<file path="src/rtl/seq_mac_unit_if.sv">
// seq_mac_unit_if: start/done strobe handshake between the PID core (master)
// and the sequential multiply-accumulate responder (slave).
//   MUL_Start_STRB_i  master -> slave  start request
//   a_i, b_i          master -> slave  operands (low N bits used, signed)
//   acc_i             master -> slave  signed 2N-bit addend
//   MUL_Done_STRB_o   slave -> master  one-cycle completion pulse
//   out_o             slave -> master  signed 2N-bit result
//   busy_o            slave -> master  operation in progress
interface seq_mac_unit_if #(
    parameter int N = 41
);
    logic             MUL_Start_STRB_i;
    logic [2*N-1:0]   a_i;
    logic [2*N-1:0]   b_i;
    logic [2*N-1:0]   acc_i;
    logic             MUL_Done_STRB_o;
    logic [2*N-1:0]   out_o;
    logic             busy_o;

    modport master (
        output MUL_Start_STRB_i, a_i, b_i, acc_i,
        input  MUL_Done_STRB_o, out_o, busy_o
    );

    modport slave (
        input  MUL_Start_STRB_i, a_i, b_i, acc_i,
        output MUL_Done_STRB_o, out_o, busy_o
    );
endinterface

</file>
<file path="src/rtl/seq_mac_unit.sv">
// seq_mac_unit: bit-serial signed multiply-accumulate, out = acc + a*b.
// One shift-add step is taken every CLK_DIV_MULTIPLIER clocks; N steps are
// followed by one FINISH cycle that applies the sign and adds the addend.
// Ports:
//   clk_i  system clock
//   rst_i  asynchronous active-high reset
//   bus    seq_mac_unit_if slave modport (start/operands in, done/result/busy out)
module seq_mac_unit #(
    parameter int N                  = 41,
    parameter int CLK_DIV_MULTIPLIER = 50
) (
    input  logic          clk_i,
    input  logic          rst_i,
    seq_mac_unit_if.slave bus
);

    localparam int W  = 2 * N;
    localparam int SW = $clog2(N + 1);
    localparam int DW = (CLK_DIV_MULTIPLIER > 1) ? $clog2(CLK_DIV_MULTIPLIER) : 1;

    localparam logic [N-1:0]  N_ONE     = N'(1);
    localparam logic [W-1:0]  W_ONE     = W'(1);
    localparam logic [SW-1:0] STEP_ONE  = SW'(1);
    localparam logic [SW-1:0] LAST_STEP = SW'(N - 1);
    localparam logic [DW-1:0] DIV_ONE   = DW'(1);
    localparam logic [DW-1:0] DIV_LAST  = DW'(CLK_DIV_MULTIPLIER - 1);

    typedef enum logic [1:0] {
        IDLE   = 2'd0,
        RUN    = 2'd1,
        FINISH = 2'd2
    } state_t;

    // Two's-complement magnitude; -2^(N-1) maps to 2^(N-1), which still fits
    // in N unsigned bits.
    function automatic logic [N-1:0] magnitude(input logic [N-1:0] v);
        if (v[N-1]) begin
            magnitude = ~v + N_ONE;
        end else begin
            magnitude = v;
        end
    endfunction

    state_t        state_q,  state_d;
    logic [W-1:0]  mcand_q,  mcand_d;
    logic [N-1:0]  mplier_q, mplier_d;
    logic [W-1:0]  prod_q,   prod_d;
    logic [W-1:0]  acc_q,    acc_d;
    logic          sign_q,   sign_d;
    logic [SW-1:0] step_q,   step_d;
    logic [DW-1:0] div_q,    div_d;
    logic [W-1:0]  out_q,    out_d;
    logic          done_q,   done_d;
    logic          busy_q,   busy_d;

    logic [N-1:0]  a_n_s;
    logic [N-1:0]  b_n_s;
    logic          unused_upper_s;

    assign a_n_s = bus.a_i[N-1:0];
    assign b_n_s = bus.b_i[N-1:0];
    // Upper operand bits are deliberately ignored.
    assign unused_upper_s = ^{bus.a_i[W-1:N], bus.b_i[W-1:N]};

    // Next-state and datapath logic for the IDLE/RUN/FINISH sequencer.
    always_comb begin
        state_d  = state_q;
        mcand_d  = mcand_q;
        mplier_d = mplier_q;
        prod_d   = prod_q;
        acc_d    = acc_q;
        sign_d   = sign_q;
        step_d   = step_q;
        div_d    = div_q;
        out_d    = out_q;
        done_d   = 1'b0;
        busy_d   = busy_q;
        case (state_q)
            IDLE: begin
                if (bus.MUL_Start_STRB_i) begin
                    state_d  = RUN;
                    mcand_d  = {{N{1'b0}}, magnitude(a_n_s)};
                    mplier_d = magnitude(b_n_s);
                    sign_d   = a_n_s[N-1] ^ b_n_s[N-1];
                    acc_d    = bus.acc_i;
                    prod_d   = {W{1'b0}};
                    step_d   = {SW{1'b0}};
                    div_d    = {DW{1'b0}};
                    busy_d   = 1'b1;
                end else begin
                    state_d  = IDLE;
                end
            end
            RUN: begin
                if (div_q == DIV_LAST) begin
                    div_d = {DW{1'b0}};
                    if (mplier_q[0]) begin
                        prod_d = prod_q + mcand_q;
                    end else begin
                        prod_d = prod_q;
                    end
                    mcand_d  = {mcand_q[W-2:0], 1'b0};
                    mplier_d = {1'b0, mplier_q[N-1:1]};
                    step_d   = step_q + STEP_ONE;
                    if (step_q == LAST_STEP) begin
                        state_d = FINISH;
                    end else begin
                        state_d = RUN;
                    end
                end else begin
                    div_d = div_q + DIV_ONE;
                end
            end
            FINISH: begin
                // Modulo-2^(2N) result; any saturation is done downstream.
                out_d   = acc_q + (sign_q ? (~prod_q + W_ONE) : prod_q);
                done_d  = 1'b1;
                busy_d  = 1'b0;
                state_d = IDLE;
            end
            default: begin
                state_d = IDLE;
                busy_d  = 1'b0;
            end
        endcase
    end

    // State and datapath registers with asynchronous clear.
    always_ff @(posedge clk_i or posedge rst_i) begin
        if (rst_i) begin
            state_q  <= IDLE;
            mcand_q  <= {W{1'b0}};
            mplier_q <= {N{1'b0}};
            prod_q   <= {W{1'b0}};
            acc_q    <= {W{1'b0}};
            sign_q   <= 1'b0;
            step_q   <= {SW{1'b0}};
            div_q    <= {DW{1'b0}};
            out_q    <= {W{1'b0}};
            done_q   <= 1'b0;
            busy_q   <= 1'b0;
        end else begin
            state_q  <= state_d;
            mcand_q  <= mcand_d;
            mplier_q <= mplier_d;
            prod_q   <= prod_d;
            acc_q    <= acc_d;
            sign_q   <= sign_d;
            step_q   <= step_d;
            div_q    <= div_d;
            out_q    <= out_d;
            done_q   <= done_d;
            busy_q   <= busy_d;
        end
    end

    assign bus.out_o           = out_q;
    assign bus.MUL_Done_STRB_o = done_q;
    assign bus.busy_o          = busy_q;

endmodule

</file>
<file path="src/flat_wrapper.sv">
// flat-port wrapper written by rule: the top's interface ports become plain ports
module seq_mac_unit_flat 
#(
    parameter int N                  = 41,
    parameter int CLK_DIV_MULTIPLIER = 50
)
  (clk_i, rst_i, bus_MUL_Start_STRB_i, bus_a_i, bus_b_i, bus_acc_i, bus_MUL_Done_STRB_o, bus_out_o, bus_busy_o);
  seq_mac_unit_if #(.N(N)) bus_i ();
  input  logic clk_i;
  input  logic rst_i;
  input wire logic [$bits(bus_i.MUL_Start_STRB_i)-1:0] bus_MUL_Start_STRB_i;
  input wire logic [$bits(bus_i.a_i)-1:0] bus_a_i;
  input wire logic [$bits(bus_i.b_i)-1:0] bus_b_i;
  input wire logic [$bits(bus_i.acc_i)-1:0] bus_acc_i;
  output wire logic [$bits(bus_i.MUL_Done_STRB_o)-1:0] bus_MUL_Done_STRB_o;
  output wire logic [$bits(bus_i.out_o)-1:0] bus_out_o;
  output wire logic [$bits(bus_i.busy_o)-1:0] bus_busy_o;
  assign bus_i.MUL_Start_STRB_i = bus_MUL_Start_STRB_i;
  assign bus_i.a_i = bus_a_i;
  assign bus_i.b_i = bus_b_i;
  assign bus_i.acc_i = bus_acc_i;
  assign bus_MUL_Done_STRB_o = bus_i.MUL_Done_STRB_o;
  assign bus_out_o = bus_i.out_o;
  assign bus_busy_o = bus_i.busy_o;
  seq_mac_unit #(.N(N), .CLK_DIV_MULTIPLIER(CLK_DIV_MULTIPLIER)) u_core (.clk_i(clk_i), .rst_i(rst_i), .bus(bus_i));
endmodule
</file>
<file path="config.mk">
export PLATFORM = sky130hd
export DESIGN_NAME = seq_mac_unit_flat
export DESIGN_NICKNAME = d
export VERILOG_FILES = /design/src/rtl/seq_mac_unit_if.sv /design/src/rtl/seq_mac_unit.sv /design/src/flat_wrapper.sv
export SDC_FILE = /design/constraint.sdc
export NUM_CORES = 2
export LEC_CHECK = 0
export ABC_CLOCK_PERIOD_IN_PS = 16300
export CORE_ASPECT_RATIO = 1.1
export CORE_UTILIZATION = 38
export DETAILED_ROUTE_END_ITERATION = 8
export GPL_TIMING_DRIVEN = 0
export PLACE_DENSITY_LB_ADDON = 0.2
export SKIP_LAST_GASP = 1
export SYNTH_ARGS = -nofsm -noshare
export SYNTH_HDL_FRONTEND = slang
export SYNTH_SLANG_ARGS = --single-unit
</file>
<file path="constraint.sdc">
create_clock -name clk_i -period 16.3 [get_ports clk_i]
set_clock_uncertainty 0.1 [all_clocks]
set_input_delay 2.445 -clock clk_i [delete_from_list [all_inputs] [get_ports clk_i]]
set_output_delay 2.445 -clock clk_i [all_outputs]
set_load 0.02 [all_outputs]
</file>
[Word level (Yosys, flattened, before mapping)]
Index checks and enable logic that the tools add are counted.
Cells by class
  $add $sub $neg: 7
  multiply operators: 0
  div/mod/pow operators: 0
  $lt $le $gt $ge: 0
  eq/ne operators: 7
  shifts and indexed selects: 0
  mux-type cells: 25
  bitwise logic cells: 5
  reduce and logical (&&, ||, !) cells: 7
Operators by type and width (count)
  82-bit 2-to-1 mux: 6
  82-bit one-hot mux with 2 select lines: 2
  82-bit adder: 2
  41-bit 2-to-1 mux: 4
  41-bit by 1-bit adder with 41-bit output (second input constant): 2
  82-bit by 1-bit adder with 82-bit output (second input constant): 1
  41-bit inverter: 2
  82-bit inverter: 1
  41-bit one-hot mux with 2 select lines: 1
  6-bit one-hot mux with 2 select lines: 2
  6-bit 2-to-1 mux: 3
  6-bit by 1-bit adder with 6-bit output (second input constant): 2
  6-bit == test (second input constant): 2
  2-bit AND reduction: 3
  2-bit 2-to-1 mux: 2
  2-bit by 1-bit != test with 1-bit output (second input constant): 2
  2-bit one-hot mux with 2 select lines: 1
  4-bit AND reduction: 1
  1-bit 2-to-1 mux: 3
  3-bit AND reduction: 1
  2-bit by 1-bit == test with 1-bit output (second input constant): 1
  2-bit == test (second input constant): 1
  2-bit logical NOT: 1
  2-bit != test (second input constant): 1
  other kinds (4): 4
Storage, ports and cells
  register bits after elaboration: 386
  bits in latches: 0
  memory bits (writable): 0
  ROM bits: 0
  input port bits: 249
  output and inout port bits: 84
  logic and storage cells: 62
  memories kept: 0

[Depth between registers and ports, before layout]
  depth in word-level cells: 5
  mapped depth: 27
  depth with buffers taken out: 26

[Worst setup path before layout]
Ideal clock, no wire load.
  path kind: register to register
  from: register u_core.prod_q[1]
  to: register u_core.out_q[80] (netlist: u_core.bus.out_o[80])
  library setup time: 0.133 ns
  arrival: 5.716 ns
  required time: 16.067 ns
  slack: 10.351 ns
  stages on the path, launching flop included: 26
  buffers on the path: 0
  period minus slack after synthesis: 5.949 ns
  path through: dfrtp_1 inv_1 ha_1 or4b_4 nor3_2 nand2_1 or3_4 or4_4 or2_4 or3_4 or2_4 or3_4 nand2b_4 o21ai_0 xnor2_1 ha_1 nor2b_1 o21ai_0 o21ai_0 or3_1 a31oi_1 o21ai_0 a41oi_1 a21oi_1 xnor2_1 o21ai_0
Between the ends
  longest elaborated chain between the ends: 4
RTL lines
  from (decl): RTL line seq_mac_unit.sv:47  | logic [W-1:0] prod_q, prod_d;
  from (signal assigned): RTL line seq_mac_unit.sv:134  | prod_q <= {W{1'b0}};
  from (signal assigned): RTL line seq_mac_unit.sv:146  | prod_q <= prod_d;
  82-bit inverter: RTL line seq_mac_unit.sv:116  | out_d = acc_q + (sign_q ? (~prod_q + W_ONE) : prod_q);
  82-bit by 1-bit adder with 82-bit output: RTL line seq_mac_unit.sv:116
  82-bit 2-to-1 mux (*): RTL line seq_mac_unit.sv:116
  82-bit adder (*): RTL line seq_mac_unit.sv:116
  to (signal assigned): RTL line seq_mac_unit.sv:139  | out_q <= {W{1'b0}};
  to (signal assigned): RTL line seq_mac_unit.sv:151  | out_q <= out_d;
  to (decl): RTL line seq_mac_unit.sv:52  | logic [W-1:0] out_q, out_d;
Mark *: on every way between the ends. The rest lies on a longest branch, timed or not.
A chain may end at the register's enable or synchronous reset.

[Final worst setup path]
Ends and elaborated chain as after synthesis.

==> qor.txt <==
clk root buf -> clkbuf_16
Row Count -> 102
worst slew pin tran -> 1.28 ns
largest net degree at the start of global routing -> 130
vias in the first global route -> 23870
Die H -> 283 um
Avg Cell Area, Syn -> 8.13 sq um
total grt overflow -> 0
dpl hpwl -> 67400 um
Area growth syn-to-layout -> 19.4%
Die ar. -> 72900 sq um
CTS tree -> yes
average wire per standard cell -> 18.3 um
I/O Buffers -> 250
ratio of cells with drive above 1 in the final layout -> 0.0298
initial antenna violation count -> 4
Util after Layout -> 0.461
Placer Congestion -> 0.920
vias per std cell -> 5.37
drt pass-1 iters -> 5
worst skew pair latency -> 0.59 ns
top_reg_cell synth -> dfrtp_1
Setup crit start kind -> flop
DRT antenna net count -> 0
period utilization -> 0.445
post-layout minimum cycle time -> 7.25 ns
DRC Markers -> 0
Die W -> 257 um
FF-to-FF End -> u_core.bus.out_o[80]$_DFFE_PP0P_
wire length of the first global-routing pass -> 134000 um
gr usage total -> 0.230
Ys Warns -> 0
RSZ-0062 raised after global routing -> false
Num CTS Buffers -> 45
drt total wl -> 84700 um
clk sinks -> 386
Max Cap Viol -> 0
post-CTS setup buffers -> 0
Hold Vio Cnt, Final -> 0
number of flops mapped to enable cells by yosys -> 0
syn_nets -> 3787
RR Startpoint -> u_core.prod_q[1]$_DFFE_PP0P_
outcome -> completed
WP data arrival -> 7.58 ns
Synth Cell Area -> 27300 sq um
core area -> 70700 sq um
Top Ports -> 333
DR iter-0 viols -> 1679
critical path capture point type -> flop
Hold WC Path Type -> reg2reg
starting density of the core -> 0.386
Worst Setup Path Type -> reg2reg
CTS Buffer Depth -> 3
asr flop ratio synth -> 1.00
crit path to -> u_core.bus.out_o[80]$_DFFE_PP0P_
Relative slew margins -> 0.147
H-Tree Depth -> 2
setup TNS -> 0 ns
Layout Nets -> 4088
final number of setup-violating endpoints -> 0
Hold-fix buffers, CTS -> 0
Tot Pwr -> 2.30 mW
Worst VDD drop -> 0.0000764 V
WP data required -> 16.63 ns
synthesized instance count -> 3357
flop and latch count out of synthesis -> 386
Reg2Reg Depth -> 25
Worst setup startpoint -> u_core.prod_q[1]$_DFFE_PP0P_
leak pwr -> 14.7 nW
Power Dens Cells -> 70.5 nW/um^2
clk slew on worst S/H paths -> 0.06 ns
Unique masters post-synth -> 71
vias -> 24873
R2R Setup Slk -> 9.05 ns
fmax -> 138 MHz
register area share after synthesis -> 0.354
cts repair resizes -> 0
crit path max fanout -> 8
max-slew violation count -> 0
[area by class of cell]
| class | instances | area (sq um) |
|---|---|---|
| fillers | 7059 | 38100 |
| repair buffers | 254 | 2600 |
| multi-input cells | 2743 | 16800 |
| clock inverters | 21 | 223 |
| flip-flops and latches | 386 | 9660 |
| plain buffers | 177 | 664 |
| clock buffers | 61 | 1290 |
| inverters | 51 | 199 |
| diodes | 1 | 2.50 |
| well taps | 936 | 1170 |
[how the worst min path moves through the flow]
stage                                                start                               end  slack [ns]  cells past startpoint
after floorplan            u_core.mplier_q[40]$_DFFE_PP0P_   u_core.mplier_q[40]$_DFFE_PP0P_        0.35                      2
after global placement    u_core.bus.out_o[26]$_DFFE_PP0P_  u_core.bus.out_o[26]$_DFFE_PP0P_        0.36                      2
after detailed placement  u_core.bus.out_o[32]$_DFFE_PP0P_  u_core.bus.out_o[32]$_DFFE_PP0P_        0.36                      2
after CTS                 u_core.bus.out_o[32]$_DFFE_PP0P_  u_core.bus.out_o[32]$_DFFE_PP0P_        0.38                      2
after global routing       u_core.mplier_q[14]$_DFFE_PP0P_   u_core.mplier_q[14]$_DFFE_PP0P_        0.40                      2
final                     u_core.bus.out_o[32]$_DFFE_PP0P_  u_core.bus.out_o[32]$_DFFE_PP0P_        0.38                      2
[sequential cells by signal (all words and copies together), names as in the netlist]
signal	cells
u_core.bus.busy_o	1
u_core.step_q	6
u_core.mplier_q	41
u_core.acc_q	82
u_core.prod_q	82
u_core.mcand_q	82
u_core.sign_q	1
u_core.div_q	6
u_core.bus.out_o	82
u_core.state_q	2
u_core.bus.MUL_Done_STRB_o	1
[critical path, cell delays in order, from the launching register on]
cell and delay [ns]:
dfrtp_1 0.45, inv_1 0.12, ha_1 0.19, or4b_4 0.49, nor3_2 0.13, nand2_1 0.14, or3_4 0.37, or4_4 0.47
or2_4 0.28, or3_4 0.37, or2_4 0.25, or3_4 0.36, nand2b_4 0.21, o21ai_0 0.23, xnor2_1 0.30, ha_1 0.39
nor2b_1 0.15, o21ai_0 0.18, o21ai_0 0.11, or3_1 0.35, a31oi_1 0.35, o21ai_0 0.34, a41oi_1 0.39, a21oi_1 0.13
xnor2_1 0.17, o21ai_0 0.09
[synth_stat cells (4+ instances only)]
library cell | number | area [sq um]
nand2_1 | 679 | 2550
o21ai_0 | 415 | 2080
dfrtp_1 | 386 | 9660
a21oi_1 | 288 | 1440
ha_1 | 179 | 2240
xnor2_1 | 177 | 1550
nor2_1 | 176 | 661
clkbuf_1 | 159 | 597
xor2_1 | 139 | 1220
a21o_1 | 86 | 646
nand4_1 | 63 | 394
o31ai_1 | 60 | 450
inv_1 | 50 | 188
a22o_1 | 49 | 429
or3_1 | 38 | 238
o21bai_1 | 37 | 278
nand3_1 | 34 | 170
nor3_1 | 31 | 155
o41ai_1 | 26 | 228
nand2b_1 | 25 | 156
or4_1 | 23 | 173
a31oi_1 | 22 | 138
buf_1 | 18 | 67.6
nor2b_1 | 18 | 113
o21a_1 | 18 | 135
a211oi_1 | 16 | 120
nor4_1 | 15 | 93.8
and3_1 | 13 | 81.3
a21boi_0 | 10 | 75.1
o211ai_1 | 9 | 67.6
o221ai_1 | 9 | 78.8
or2_2 | 9 | 56.3
and2_1 | 7 | 43.8
nand3b_1 | 6 | 45.0
a221oi_1 | 4 | 35.0
o221a_2 | 4 | 45.0
o31a_1 | 4 | 35.0
[metal layers]
metal	track usage	vias to the layer above	wire length [um]	share of wire
met5	0	-	24	0.00028
met4	0.0484	4	1570	0.019
met3	0.0336	98	4290	0.051
met2	0.373	586	39000	0.46
met1	0.322	11627	39900	0.47
li1	-	12558	-	-
[power breakdown]
group | switching [mW] | internal, mW
Sequential | 0.00892 | 0.969
Clock | 0.424 | 0.618
Combinational | 0.157 | 0.120
[layout by cell type, fill, tap and decap left out, drive strengths merged, types with 6 or more instances in the layout]
cell type	netlist	final
clkbuf	159	220
nand4	63	63
a211oi	16	16
nor2b	18	18
inv	50	51
clkdlybuf4s50	0	250
a21oi	288	288
xor2	139	139
buf	18	22
a22o	49	49
a21o	86	86
nor2	176	176
nand3	34	34
nand3b	6	6
o21ai	416	416
a31oi	22	22
o21bai	37	37
or4	24	24
or2	11	11
xnor2	177	177
a21boi	10	10
ha	179	179
and3	13	13
or3	41	41
clkinv	1	13
o211ai	9	9
and2	7	7
o221ai	9	9
dfrtp	386	386
nand2	679	679
nor3	32	32
o41ai	26	26
o21a	18	18
nor4	15	15
o31ai	63	63
nand2b	26	26
[logic make-up (layout without fill, tap and decap cells)]
family | Yosys count | count (layout) | synth area share
AND/OR/NAND/NOR | 1152 | 1152 | 0.186
AO/OA/AOI/OAI | 1091 | 1091 | 0.242
flip-flops | 386 | 386 | 0.354
XOR/XNOR | 316 | 316 | 0.101
buffers and inverters | 228 | 564 | 0.0314
adder cells (fa/ha/maj) | 181 | 181 | 0.0836
multiplexers | 3 | 3 | 0.00115
other | 0 | 1 | 0
[metrics by stage]
step	hold WS [ns]	worst slack, ns	instances	area, sq um
5_1_grt	0.397	8.71	4629	32600
2_1_floorplan	0.349	3.03	3357	27300
3_5_place_dp	0.365	9.14	4547	31100
4_1_cts	0.379	9.13	4629	32600
6_report	0.376	9.05	4630	32600
3_3_place_gp	0.355	-2.19	4543	31000
(Power assumes the default switching activity.)
